===== src/rtl/lcd_pio_sequencer.sv =====
// HD44780 LCD sequencer: power-up init from a fixed ROM, then one timed bus
// write per toggle-framed PIO command word.
module lcd_pio_sequencer #(
  parameter int T_POWERUP = 750000,
  parameter int T_SETUP   = 2,
  parameter int T_EN      = 12,
  parameter int T_SHORT   = 2000,
  parameter int T_LONG    = 82000,
  parameter int CNT_W     = 20
) (
  input  logic        clk_clk,
  input  logic        reset_reset_n,
  input  logic [31:0] lcd_cmd,
  output logic [7:0]  lcd_data,
  output logic        lcd_rs,
  output logic        lcd_rw,
  output logic        lcd_en,
  output logic        lcd_on,
  output logic        lcd_blon,
  output logic        busy,
  output logic        init_done,
  output logic        ack_toggle
);

  typedef enum logic [2:0] {PWRUP, SETUP, PULSE, HOLD, WAIT, IDLE} state_t;

  state_t           state, state_next;
  logic [CNT_W-1:0] cnt, limit;
  logic             cnt_done;
  logic [2:0]       init_idx;
  logic             long_wait;
  logic             last_toggle;
  logic             accept;
  logic             unused_cmd_bits;

  assign unused_cmd_bits = ^lcd_cmd[30:11];

  function automatic logic [7:0] init_rom(input logic [2:0] idx);
    case (idx)
      3'd0, 3'd1, 3'd2: init_rom = 8'h38;
      3'd3:             init_rom = 8'h0C;
      3'd4:             init_rom = 8'h01;
      default:          init_rom = 8'h06;
    endcase
  endfunction

  // Each timed state holds for limit+1 cycles, counted from cnt=0 on entry.
  always_comb begin
    limit = '0;
    case (state)
      PWRUP:   limit = CNT_W'(T_POWERUP - 1);
      SETUP:   limit = CNT_W'(T_SETUP - 1);
      PULSE:   limit = CNT_W'(T_EN - 1);
      WAIT:    limit = long_wait ? CNT_W'(T_LONG - 1) : CNT_W'(T_SHORT - 1);
      default: limit = '0;
    endcase
  end

  assign cnt_done = (cnt == limit);
  assign accept   = (state == IDLE) && (lcd_cmd[31] != last_toggle);

  always_comb begin
    state_next = state;
    case (state)
      PWRUP:   if (cnt_done) state_next = SETUP;
      SETUP:   if (cnt_done) state_next = PULSE;
      PULSE:   if (cnt_done) state_next = HOLD;
      HOLD:    state_next = WAIT;
      WAIT:    if (cnt_done)
                 state_next = (!init_done && init_idx != 3'd5) ? SETUP : IDLE;
      IDLE:    if (accept) state_next = SETUP;
      default: state_next = PWRUP;
    endcase
  end

  assign lcd_en = (state == PULSE);
  assign busy   = (state != IDLE);
  assign lcd_rw = 1'b0;

  always_ff @(posedge clk_clk) begin
    if (!reset_reset_n) begin
      state       <= PWRUP;
      cnt         <= '0;
      init_idx    <= '0;
      long_wait   <= 1'b0;
      last_toggle <= 1'b0;
      lcd_data    <= '0;
      lcd_rs      <= 1'b0;
      lcd_on      <= 1'b0;
      lcd_blon    <= 1'b0;
      init_done   <= 1'b0;
      ack_toggle  <= 1'b0;
    end else begin
      state    <= state_next;
      lcd_on   <= 1'b1;
      lcd_blon <= lcd_cmd[10];
      if (state_next != state || state == IDLE || state == HOLD)
        cnt <= '0;
      else
        cnt <= cnt + 1'b1;

      case (state)
        PWRUP: if (cnt_done) begin
          lcd_data  <= init_rom(3'd0);
          lcd_rs    <= 1'b0;
          long_wait <= 1'b1;
          init_idx  <= '0;
        end
        WAIT: if (cnt_done) begin
          if (!init_done && init_idx != 3'd5) begin
            init_idx <= init_idx + 3'd1;
            lcd_data <= init_rom(init_idx + 3'd1);
          end else begin
            if (!init_done) init_done <= 1'b1;
            ack_toggle <= last_toggle;
          end
        end
        // Bits latched here are frozen until the next acceptance.
        IDLE: if (accept) begin
          lcd_data    <= lcd_cmd[7:0];
          lcd_rs      <= lcd_cmd[8];
          long_wait   <= lcd_cmd[9];
          last_toggle <= lcd_cmd[31];
        end
        default: ;
      endcase
    end
  end

endmodule

===== config.mk =====
export PLATFORM = sky130hd
export DESIGN_NAME = lcd_pio_sequencer
export DESIGN_NICKNAME = d
export VERILOG_FILES = /design/src/rtl/lcd_pio_sequencer.sv
export SDC_FILE = /design/constraint.sdc
export NUM_CORES = 1
export LEC_CHECK = 0
export BUFFER_PORTS_ARGS = -buffer_cell sky130_fd_sc_hd__buf_2
export CAP_MARGIN = 5
export CELL_PAD_IN_SITES_DETAIL_PLACEMENT = 0
export CELL_PAD_IN_SITES_GLOBAL_PLACEMENT = 1
export CORE_MARGIN = 2
export CORE_UTILIZATION = 38
export CTS_CLUSTER_DIAMETER = 40
export DETAILED_ROUTE_END_ITERATION = 7
export PLACE_DENSITY = 0.74
export SYNTH_ARGS = -nofsm -noshare
export SYNTH_HDL_FRONTEND = slang
export SYNTH_SLANG_ARGS = --single-unit

===== constraint.sdc =====
create_clock -name clk_clk -period 3.3 [get_ports clk_clk]
set_input_delay 0.165 -clock clk_clk [delete_from_list [all_inputs] [get_ports clk_clk]]
set_output_delay 0.165 -clock clk_clk [all_outputs]
set_load 0.05 [all_outputs]

# Yosys cells after proc, flatten, opt, wreduce, memory -nomap -nowiden
# Index checks and enable logic that the tools add are counted.
# W data, S select, Z words.
totals:
  word_cells: 76
  register_bits: 41
  output_inout_bits: 16
  inputBits: 34
classes:
  bitwise: 2
  n_reduce_logical: 17
  mux: 26
  add_sub_neg: 2
  n_eq_ne: 18
ops:
  columns: ["operator", "n"]
  rows:
  - ["$pmux W20 S4", 1]
  - ["$mux W8", 4]
  - ["$mux W3", 9]
  - ["$pmux W8 S3", 1]
  - ["$add A20 B1 Y20 const B", 1]
  - ["$eq A20 B20 Y1", 1]
  - ["$pmux W3 S6", 1]
  - ["$pmux W6 S3", 1]
  - ["$mux W17", 1]
  - ["$eq A3 B2 Y1 const B", 4]
  - ["$eq A3 B3 Y1 const B", 3]
  - ["$ne A2 B2 Y1 const B", 4]
  - ["$eq A3 B1 Y1 const B", 2]
  - ["$logic_not A3 Y1", 2]
  - ["$ne A3 B3 Y1 const B", 2]
  - ["$pmux W3 S2", 1]
  - ["$reduce_and A3 Y1", 2]
  - ["$mux W1", 5]
  - ["$reduce_and A5 Y1", 1]
  - ["$pmux W1 S2", 2]
  - ["$reduce_and A4 Y1", 1]
  - ["$reduce_bool A2 Y1", 2]
  - ["$add A3 B1 Y3 const B", 1]
  - ["$ne A3 B3 Y1", 1]
  - ["9 further kinds", 12]

# Logic depth before layout (Yosys ltp)
# Gate-level depths: netlist of run 1.
logic_depth:
  ltp_word: 9
  mapped_depth: 10
  mapped_depth_nobuf: 8

# Least setup slack after synthesis of run 1
# OpenSTA, ideal clock, no wires.
synth_timing:
  path_type: "register to register"
  from: "reg state[0]"
  to: "reg init_idx[2]"
  stages_incl_launch_ff: 9
  synth_period_minus_slack_ns: 2.274
  setup_time_ns: 0.134
  required_time_ns: 3.166
  path_buffers: 2
  setup_slack_ns: 1.026
  arrival_time_ns: 2.140
  path_cell_list: "dfxtp_1 > buf_2 > or2_4 > or4_1 > a221oi_2 > nand4_1 > buf_2 > o311ai_1 > o41ai_2"
synth_between:
  elab_chain_len: 5
  word_cells_on_any_way: 12
  cone_classes: "7 x eq/ne; 2 x mux; 3 x reduce/logical"
synth_rtl:
  columns: ["item", "line", "source"]
  rows:
  - ["start: declaration", "27", "state_t state, state_next;"]
  - ["start signal: assignment", "94", "state <= state_next;"]
  - ["$eq A3 B3 Y1 (tied with other cells)", "50, 102", null]
  - ["$pmux W20 S4", "50", "case (state)"]
  - ["$eq A20 B20 Y1", "59", "assign cnt_done = (cnt == limit);"]
  - ["$ne A2 B2 Y1 (no line)", null, null]
  - ["$reduce_and A4 Y1 (no line)", null, null]
  - ["end signal: assignment", "111", "init_idx <= init_idx + 3'd1;"]
  - ["end: declaration", "30", "logic [2:0] init_idx;"]
# Parallel ways exist; a longest one is shown, timed or not.
# A chain may end at the register's enable or synchronous reset.

# Worst setup path in the final report of run 1
layout_timing:
  from: "reg state[0]"
  to: "reg lcd_data[1]"
layout_between:
  elab_chain_len: 5
  word_cells_on_any_way: 15
  cone_classes: "9 x eq/ne; 2 x mux; 4 x reduce/logical"
layout_rtl:
  columns: ["item", "line", "source"]
  rows:
  - ["$eq A3 B3 Y1 (tied with other cells)", "50, 102", null]
  - ["$pmux W20 S4", "50", null]
  - ["$eq A20 B20 Y1", "59", null]
  - ["$ne A2 B2 Y1 (no line)", null, null]
  - ["$reduce_and A5 Y1 (no line)", null, null]
  - ["end signal: assignment", "104", "lcd_data <= init_rom(3'd0);"]
  - ["end signal: assignment", "112", "lcd_data <= init_rom(init_idx + 3'd1);"]
  - ["end signal: assignment", "120", "lcd_data <= lcd_cmd[7:0];"]
  - ["end: declaration", "14", "output logic [7:0] lcd_data,"]
# Parallel ways exist; a longest one is shown, timed or not.

==> results of run 1 <==
-- synth_stat cells, types with 7 or more instances --
library cell / instances / area, um2
nand3_1: 11 / 55.1
mux2i_1: 11 / 110
nand2_1: 39 / 146
nor2_1: 31 / 116
xor2_1: 11 / 96.3
xnor2_1: 9 / 78.8
and3_1: 7 / 43.8
inv_1: 8 / 30.0
dfxtp_1: 41 / 821
-- flip-flops by register name, summed over array words and instances, names as in the netlist --
| name | count |
|---|---|
| cnt | 20 |
| ack_toggle | 1 |
| lcd_data | 8 |
| lcd_on | 1 |
| state | 3 |
| lcd_blon | 1 |
| init_done | 1 |
| long_wait | 1 |
| last_toggle | 1 |
| init_idx | 3 |
| lcd_rs | 1 |
-- cell type report --
type | instances | area [um2] | share of cell area (%)
inverter | 9 | 33.8 | 1.38
timing repair buffer | 32 | 170 | 6.95
tap | 72 | 90.1 | 3.68
sequential | 41 | 821 | 33.5
multi-input combinational | 200 | 1250 | 51.2
clock buffer | 8 | 80.1 | 3.27
-- path summary, 6_finish.rpt --
kind                     from     endpoint  slack [ns]  depth (start not counted)
setup / recovery     state[0]  lcd_data[1]        0.51                          7
hold / removal    lcd_cmd[10]     lcd_blon        0.09                          2
setup reg to reg     state[0]  lcd_data[1]        0.51                          7
hold reg to reg   lcd_data[5]  lcd_data[5]        0.45                          2
-- layer usage --
layer  vias up  track usage, %  wire, um
li1        952               -         -
met1       836            22.3      2470
met2        32            21.7      1870
met3         4            3.73       188
met4         0            6.21        63
met5         -               0         0
-- power groups by stage --
stage	Clock (mW)	Combinational [mW]	Sequential, mW
3_5_place_dp	0	0.0392	0.514
3_3_place_gp	0	0.0391	0.514
2_1_floorplan	0	0.0228	0.518
5_1_grt	0.351	0.0436	0.503
4_1_cts	0.332	0.0393	0.503
6_report	0.318	0.0388	0.503
-- worst register-to-register path, cell delays in order, from the launching register on --
cell      delay, ns
dfxtp_1        0.42
or2_4          0.31
or4_1          0.53
a221oi_2       0.22
nand4_1        0.39
buf_4          0.31
a21oi_4        0.30
mux2i_1        0.23
-- cell families (layout without fill, tap and decap cells) --
kind of cell | after synthesis | after routing | synth area share [%]
other cells | 1 | 1 | 0.173
buf+inv | 22 | 49 | 4.27
compound gates | 38 | 38 | 13.3
flops | 41 | 41 | 37.9
simple gates | 124 | 124 | 27.7
xor+xnor | 20 | 20 | 8.08
mux | 11 | 11 | 5.08
fa+ha+maj | 6 | 6 | 3.46
==> impl_metrics.yaml, run 1 <==
outcome:
  status: "finished clean"
synth:
  ys_async_sr_fraction_pct: 0
  synth_nets: 303
  yosysSeqAreaShare_pct: 37.9
  syn_inst: 263
  synth_flop_cell: "dfxtp_1"
  yosys_warnings: 0
  synth-seq-cells: 41
  avgSynthCellArea_um2: 8.24
  synth_edf_count: 0
  netlist-cell-type-count: 48
  synth_area_mm2: 0.00217
power:
  power.total_uw: 860
  power_frac_comb_pct: 4.5
  sw_frac_of_total_pct: 22.9
  p_leak_nw: 0.982
  ir_drop_uv: 184
  pwr_density_cell_mw_per_mm2: 351
  p_int_uw: 663
  p_switching_uw: 197
  power_frac_clock_pct: 37.0
  pwr-share-seq_pct: 58.5
setup_path:
  end_kind: "flip-flop"
  crit_slowest_cell: "or4_1"
  cp-start-kind: "flip-flop"
  critPathBufInv: 1
  worstPathCellList: "or2_4, or4_1, a221oi_2, nand4_1, buf_4, a21oi_4, mux2i_1"
  crit_fanout: 12
  crit_type: "flip-flop to flip-flop"
  cp.arrival_ns: 3.01
  max_stage_delay_ns: 0.52
  crit_family: "simple AND/OR/NAND/NOR gates"
  crit_required_ns: 3.52
sta:
  rsz0062_at_grt: "no"
  max_slew_margin_pct: 62.9
  hold_viol: 0
  worst_clock_skew_ns: 0.00689
  slew_violations: 0
  min_period_ns: 2.79
  setup_viol_count_final: 0
  setup_slack_ns: 0.514
  whs_ns: 0.0865
  timing.fmax_mhz: 359
  tns_ns: 0
  period_share_pct: 84.4
  worstMarginPinSlew_ns: 0.556
cells_and_area:
  diodes: 0
  num-fill-cells: 565
  fin_nets: 329
  final_area_mm2: 0.00245
  drive_gt1_share_pct: 15.2
  finish.utilization_pct: 44.5
  final_cell_mix: "41 x dfxtp_1, 39 x nand2_1, 31 x nor2_1"
  stdcell_count: 362
  final_common_cell: "dfxtp_1"
  area_growth_pct: 13.0
detailed_routing:
  avgRoutedWirePerCell_um: 12.7
  ant_nets: 0
  first_iter_violations: 75
  dr_total_vias: 1824
  first_pass_iters: 4
  viasPerCell: 5.04
  remaining_drc_errors: 0
  routed_wl_um: 4600
floorplanning:
  die_area_mm2: 0.00632
  core_mm2: 0.00551
  ios: 50
  die_h_um: 79.5
  num_rows: 27
  initial_core_util_pct: 39.4
  die_w_um: 79.5
clocking:
  cts_max_path_buffers: 2
  cts_buffers: 5
  cts-resized-gates: 0
  clock-sinks: 41
  ctsHtreeMaxLevel: 2
  path_clk_slew_ns: 0.08
  cts_setup_buffers: 0
  clockRootBuffer: "clkbuf_8"
  cts_tree: "yes"
  hold_buffers: 0
  clock_latency_ns: 0.29
placement:
  io_buffers: 28
  dp.cells: 354
  routabilityCongestion: 0.783
  place_area_mm2: 0.00237
  place_ws_ns: 0.525
  hpwlAfterDp_um: 3270
global_routing:
  antenna_found_initial: 0
  grt_overflow: 0
  grt_pass1_vias: 1563
  grt_pass1_wl_um: 7520
  grt_max_degree: 35
  grt_use_total_pct: 15.4
flow_run:
  max_cap_viol_count: 0
worst_hold_path:
  hold_path_class: "input pin to flip-flop"
No activity file was read; power rests on OpenSTA's default activity.
==> run 2, diff against run 1 <==
==> constraint.sdc (replaced) <==
create_clock -name clk_clk -period 2.8 [get_ports clk_clk]
set_input_delay 0.14 -clock clk_clk [delete_from_list [all_inputs] [get_ports clk_clk]]
set_output_delay 0.14 -clock clk_clk [all_outputs]
set_load 0.05 [all_outputs]
==> impl_metrics.yaml, run 2 (synthesis results as in run 1) <==
cells_and_area:
  regMostFlops: "cnt"
  largest_register_ffs: 20
  diodes: 0
  area_growth_pct: 15.5
  drive_gt1_share_pct: 17.1
  final_common_cell: "dfxtp_1"
  stdcell_count: 365
  fin_nets: 333
  final_cell_mix: "41 x dfxtp_1, 39 x nand2_1, 31 x nor2_1"
  largestRegisters: "cnt: 20 flops, lcd_data: 8 flops"
global_routing:
  grt_max_degree: 35
  grt_overflow: 0
  grt_pass1_wl_um: 8020
  antenna_found_initial: 0
  grt_use_total_pct: 15.9
  grt_pass1_vias: 1667
placement:
  dp.cells: 358
  io_buffers: 28
  hpwlAfterDp_um: 3350
  routabilityCongestion: 0.785
detailed_routing:
  first_iter_violations: 74
  viasPerCell: 4.99
  first_pass_iters: 4
  dr_total_vias: 1823
  routed_wl_um: 4670
  avgRoutedWirePerCell_um: 12.8
  ant_nets: 0
  remaining_drc_errors: 0
sta:
  slew_violations: 0
  period_share_pct: 89.3
  setup_viol_count_final: 0
  max_slew_margin_pct: 63.5
  hold_viol: 0
  tns_ns: 0
  timing.fmax_mhz: 400
  worstMarginPinSlew_ns: 0.548
  min_period_ns: 2.50
  rsz0062_at_grt: "no"
  worst_clock_skew_ns: 0.0116
clocking:
  hold_buffers: 0
  clock-sinks: 41
  cts_setup_buffers: 0
  cts_max_path_buffers: 2
  cts_tree: "yes"
  clockRootBuffer: "clkbuf_8"
  cts-resized-gates: 0
  cts_buffers: 5
  path_clk_slew_ns: 0.08
  ctsHtreeMaxLevel: 2
  clock_latency_ns: 0.29
setup_path:
  crit_required_ns: 3.02
  crit_type: "flip-flop to flip-flop"
  cp-start-kind: "flip-flop"
  timing.rr.end: "lcd_data[5]"
  end_kind: "flip-flop"
  reg2reg_slack_ns: 0.30
  max_stage_delay_ns: 0.65
  rr_worst_depth: 7
  worstPathCellList: "a21oi_1, or3_1, a221oi_2, nand4_1, buf_4, a21oi_4, mux2i_1"
  crit_fanout: 17
  cp.arrival_ns: 2.72
  crit_slowest_cell: "dfxtp_1"
  worstReg2RegStart: "state[2]"
power:
  p_leak_nw: 1.02
  power.total_mw: 1.10
  ir_drop_uv: 286
  pwr_density_cell_mw_per_mm2: 441
floorplanning:
  num_rows: 27
  die_w_um: 79.5
  die_area_mm2: 0.00632
  ios: 50
  core_mm2: 0.00551
  initial_core_util_pct: 39.4
  die_h_um: 79.5
flow_run:
  max_cap_viol_count: 0
worst_hold_path:
  hold_path_class: "input pin to flip-flop"
  min-delay-start: "lcd_cmd[10]"
  worstHoldPathCells: 2
  hold_path_end: "lcd_blon"
outcome:
  status: "finished clean"
run 2: cell types whose count changed in the layout (fill, tap and decap cells not counted), sizes merged:
cell / before / now
bufinv: 0 / 1
buf: 32 / 36
clkbuf: 8 / 5
clkinv: 0 / 1
run 2: layout make-up:
cell class              instances  area, um2
clock buffers                   5       68.8
well taps                      72       90.1
inverters                       9       33.8
repair buffers                 36        200
fillers                       574       3000
clock inverters                 2       35.0
flip-flops and latches         41        821
multi-input cells             200       1250
run 2: per-layer routing:
layer	share of wire, %	vias up	global-route usage [%]
li1	-	961	-
met1	55	824	23.6
met2	41	33	23.3
met3	3.3	5	3.39
met4	0.92	0	4.14
met5	0	-	0
run 2: stage by stage:
| stage | util (%) | setup WS (ns) | instance area, um2 | hold WS (ns) |
|---|---|---|---|---|
| 2_1_floorplan | - | 0.526 | 2170 | 0.168 |
| 3_3_place_gp | 43.6 | 0.332 | 2400 | 0.350 |
| 3_5_place_dp | 43.6 | 0.346 | 2400 | 0.364 |
| 4_1_cts | 45.4 | 0.313 | 2500 | 0.0572 |
| 5_1_grt | 45.4 | 0.127 | 2500 | 0.0573 |
| 6_report | 45.4 | 0.301 | 2500 | 0.0623 |
run 2: how the worst max path moves through the flow:
stage	start	end	depth (start not counted)
final	state[2]	lcd_data[5]	7
after global routing	state[2]	lcd_data[5]	7
after CTS	state[2]	lcd_data[2]	7
after detailed placement	state[2]	lcd_data[2]	7
after global placement	state[2]	lcd_data[2]	7
after floorplan	state[0]	init_idx[2]	8
run 2: report_power, final:
| group | switching [mW] | total [mW] | internal, mW |
|---|---|---|---|
| Sequential | 0.00480 | 0.592 | 0.588 |
| Combinational | 0.0296 | 0.0457 | 0.0162 |
| Clock | 0.205 | 0.464 | 0.259 |
| Total | 0.239 | 1.10 | 0.863 |
run 2: critical path, delay by kind of cell (launching register included):
kind | cells | cell delay (ns)
AO/OA/AOI/OAI | 3 | 0.75
buffers and inverters | 1 | 0.24
flip-flops | 1 | 0.65
multiplexers | 1 | 0.22
AND/OR/NAND/NOR | 2 | 0.57
==> run 3, diff against run 2 <==
--- a/config.mk
+++ b/config.mk
@@ -14,6 +14,7 @@
 export CTS_CLUSTER_DIAMETER = 40
 export DETAILED_ROUTE_END_ITERATION = 7
 export PLACE_DENSITY = 0.74
+export REMOVE_ABC_BUFFERS = 1
 export SYNTH_ARGS = -nofsm -noshare
 export SYNTH_HDL_FRONTEND = slang
 export SYNTH_SLANG_ARGS = --single-unit
==> impl_metrics.yaml, run 3 (synthesis results as in run 1) <==
sta:
  max_slew_margin_pct: 62.6
  period_share_pct: 89.8
  setup_slack_ns: 0.285
  whs_ns: 0.0603
  slew_violations: 0
  min_period_ns: 2.52
  setup_viol_count_final: 0
  timing.fmax_mhz: 398
  rsz0062_at_grt: "no"
  worstMarginPinSlew_ns: 0.561
  worst_clock_skew_ns: 0.00603
  tns_ns: 0
  hold_viol: 0
cells_and_area:
  largest_register_ffs: 20
  fin_nets: 331
  diodes: 0
  drive_gt1_share_pct: 16.4
  regMostFlops: "cnt"
  final_cell_mix: "41 x dfxtp_1, 39 x nand2_1, 31 x nor2_1"
  area_growth_pct: 13.8
  final_common_cell: "dfxtp_1"
  largestRegisters: "cnt: 20 flops, lcd_data: 8 flops"
clocking:
  ctsHtreeMaxLevel: 2
  clock_latency_ns: 0.29
  cts_max_path_buffers: 2
  path_clk_slew_ns: 0.08
  cts-resized-gates: 0
  clockRootBuffer: "clkbuf_8"
  clock-sinks: 41
  hold_buffers: 0
  cts_buffers: 5
  cts_tree: "yes"
  cts_setup_buffers: 0
detailed_routing:
  routed_wl_um: 4590
  remaining_drc_errors: 0
  ant_nets: 0
  dr_total_vias: 1841
  avgRoutedWirePerCell_um: 12.6
  first_pass_iters: 4
  first_iter_violations: 65
  viasPerCell: 5.06
global_routing:
  grt_max_degree: 35
  antenna_found_initial: 0
  grt_use_total_pct: 15.7
  grt_overflow: 0
  grt_pass1_wl_um: 7890
  grt_pass1_vias: 1703
setup_path:
  rr_worst_depth: 6
  cp-start-kind: "flip-flop"
  crit_type: "flip-flop to flip-flop"
  cp.arrival_ns: 2.72
  crit_fanout: 5
  crit_family: "simple AND/OR/NAND/NOR gates"
  crit_required_ns: 3.01
  max_stage_delay_ns: 0.54
  end_kind: "flip-flop"
  crit_slowest_cell: "or4_1"
  critPathBufInv: 0
  worstPathCellList: "or4_1, or3_1, a221oi_2, nand4_1, or3_4, o41ai_2"
  path_depth: 6
placement:
  place_ws_ns: 0.343
  routabilityCongestion: 0.797
  io_buffers: 28
  hpwlAfterDp_um: 3290
floorplanning:
  die_h_um: 79.5
  core_mm2: 0.00551
  num_rows: 27
  die_w_um: 79.5
  ios: 50
  initial_core_util_pct: 39.4
  die_area_mm2: 0.00632
outcome:
  status: "finished clean"
worst_hold_path:
  hold_path_class: "input pin to flip-flop"
  worstHoldPathCells: 2
power:
  ir_drop_uv: 205
  p_leak_nw: 0.997
  pwr_density_cell_mw_per_mm2: 410
flow_run:
  max_cap_viol_count: 0
[run 3: cell types whose count changed in the layout (fill, tap and decap cells not counted)]
cell	before	now
buf_4	8	6
bufinv_16	1	0
clkbuf_1	0	1
clkinv_2	1	2
[run 3: worst paths after layout]
kind | startpoint | to | slack [ns]
max | cnt[5] | init_idx[2] | 0.28
min | lcd_cmd[10] | lcd_blon | 0.06
max reg2reg | cnt[5] | init_idx[2] | 0.28
min reg2reg | lcd_data[0] | lcd_data[0] | 0.45
[run 3: layout make-up]
| class | instances | area [um2] |
|---|---|---|
| clock buffer | 6 | 72.6 |
| clock inverter | 2 | 10.0 |
| fill | 573 | 3040 |
| timing repair buffer | 34 | 185 |
| inverter | 9 | 33.8 |
| tap | 72 | 90.1 |
| multi-input combinational | 200 | 1250 |
| sequential | 41 | 821 |
[run 3: metal layers]
metal	up-vias	routed length (um)	track usage [%]	share of wire, %
li1	959	-	-	-
met1	844	2450	21.1	53
met2	33	1920	24.7	42
met3	5	159	3.51	3.5
met4	0	60	5.69	1.3
met5	-	0	0	0
[run 3: where the power goes]
part	internal [mW]	switching, mW	leakage [nW]	total [mW]
Combinational	0.0161	0.0295	0.621	0.0456
Clock	0.173	0.201	0.0450	0.374
Sequential	0.588	0.00498	0.331	0.593
Total	0.777	0.236	0.997	1.01
[run 3: worst register-to-register path, stage by stage, from the launching register on]
cell and delay [ns]:
dfxtp_1 0.36, or4_1 0.54, or3_1 0.35, a221oi_2 0.24
nand4_1 0.22, or3_4 0.46, o41ai_2 0.26
[run 3: per-stage QoR]
stage | utilization [%] | power, mW | instances | cell area (um2)
after detailed placement | 43.3 | 0.653 | 356 | 2380
after CTS | 44.8 | 1.03 | 364 | 2470
final | 44.8 | 1.01 | 364 | 2470
after floorplan | - | 0.629 | 250 | 2110
after global placement | 43.3 | 0.652 | 356 | 2380
after global routing | 44.8 | 1.06 | 364 | 2470
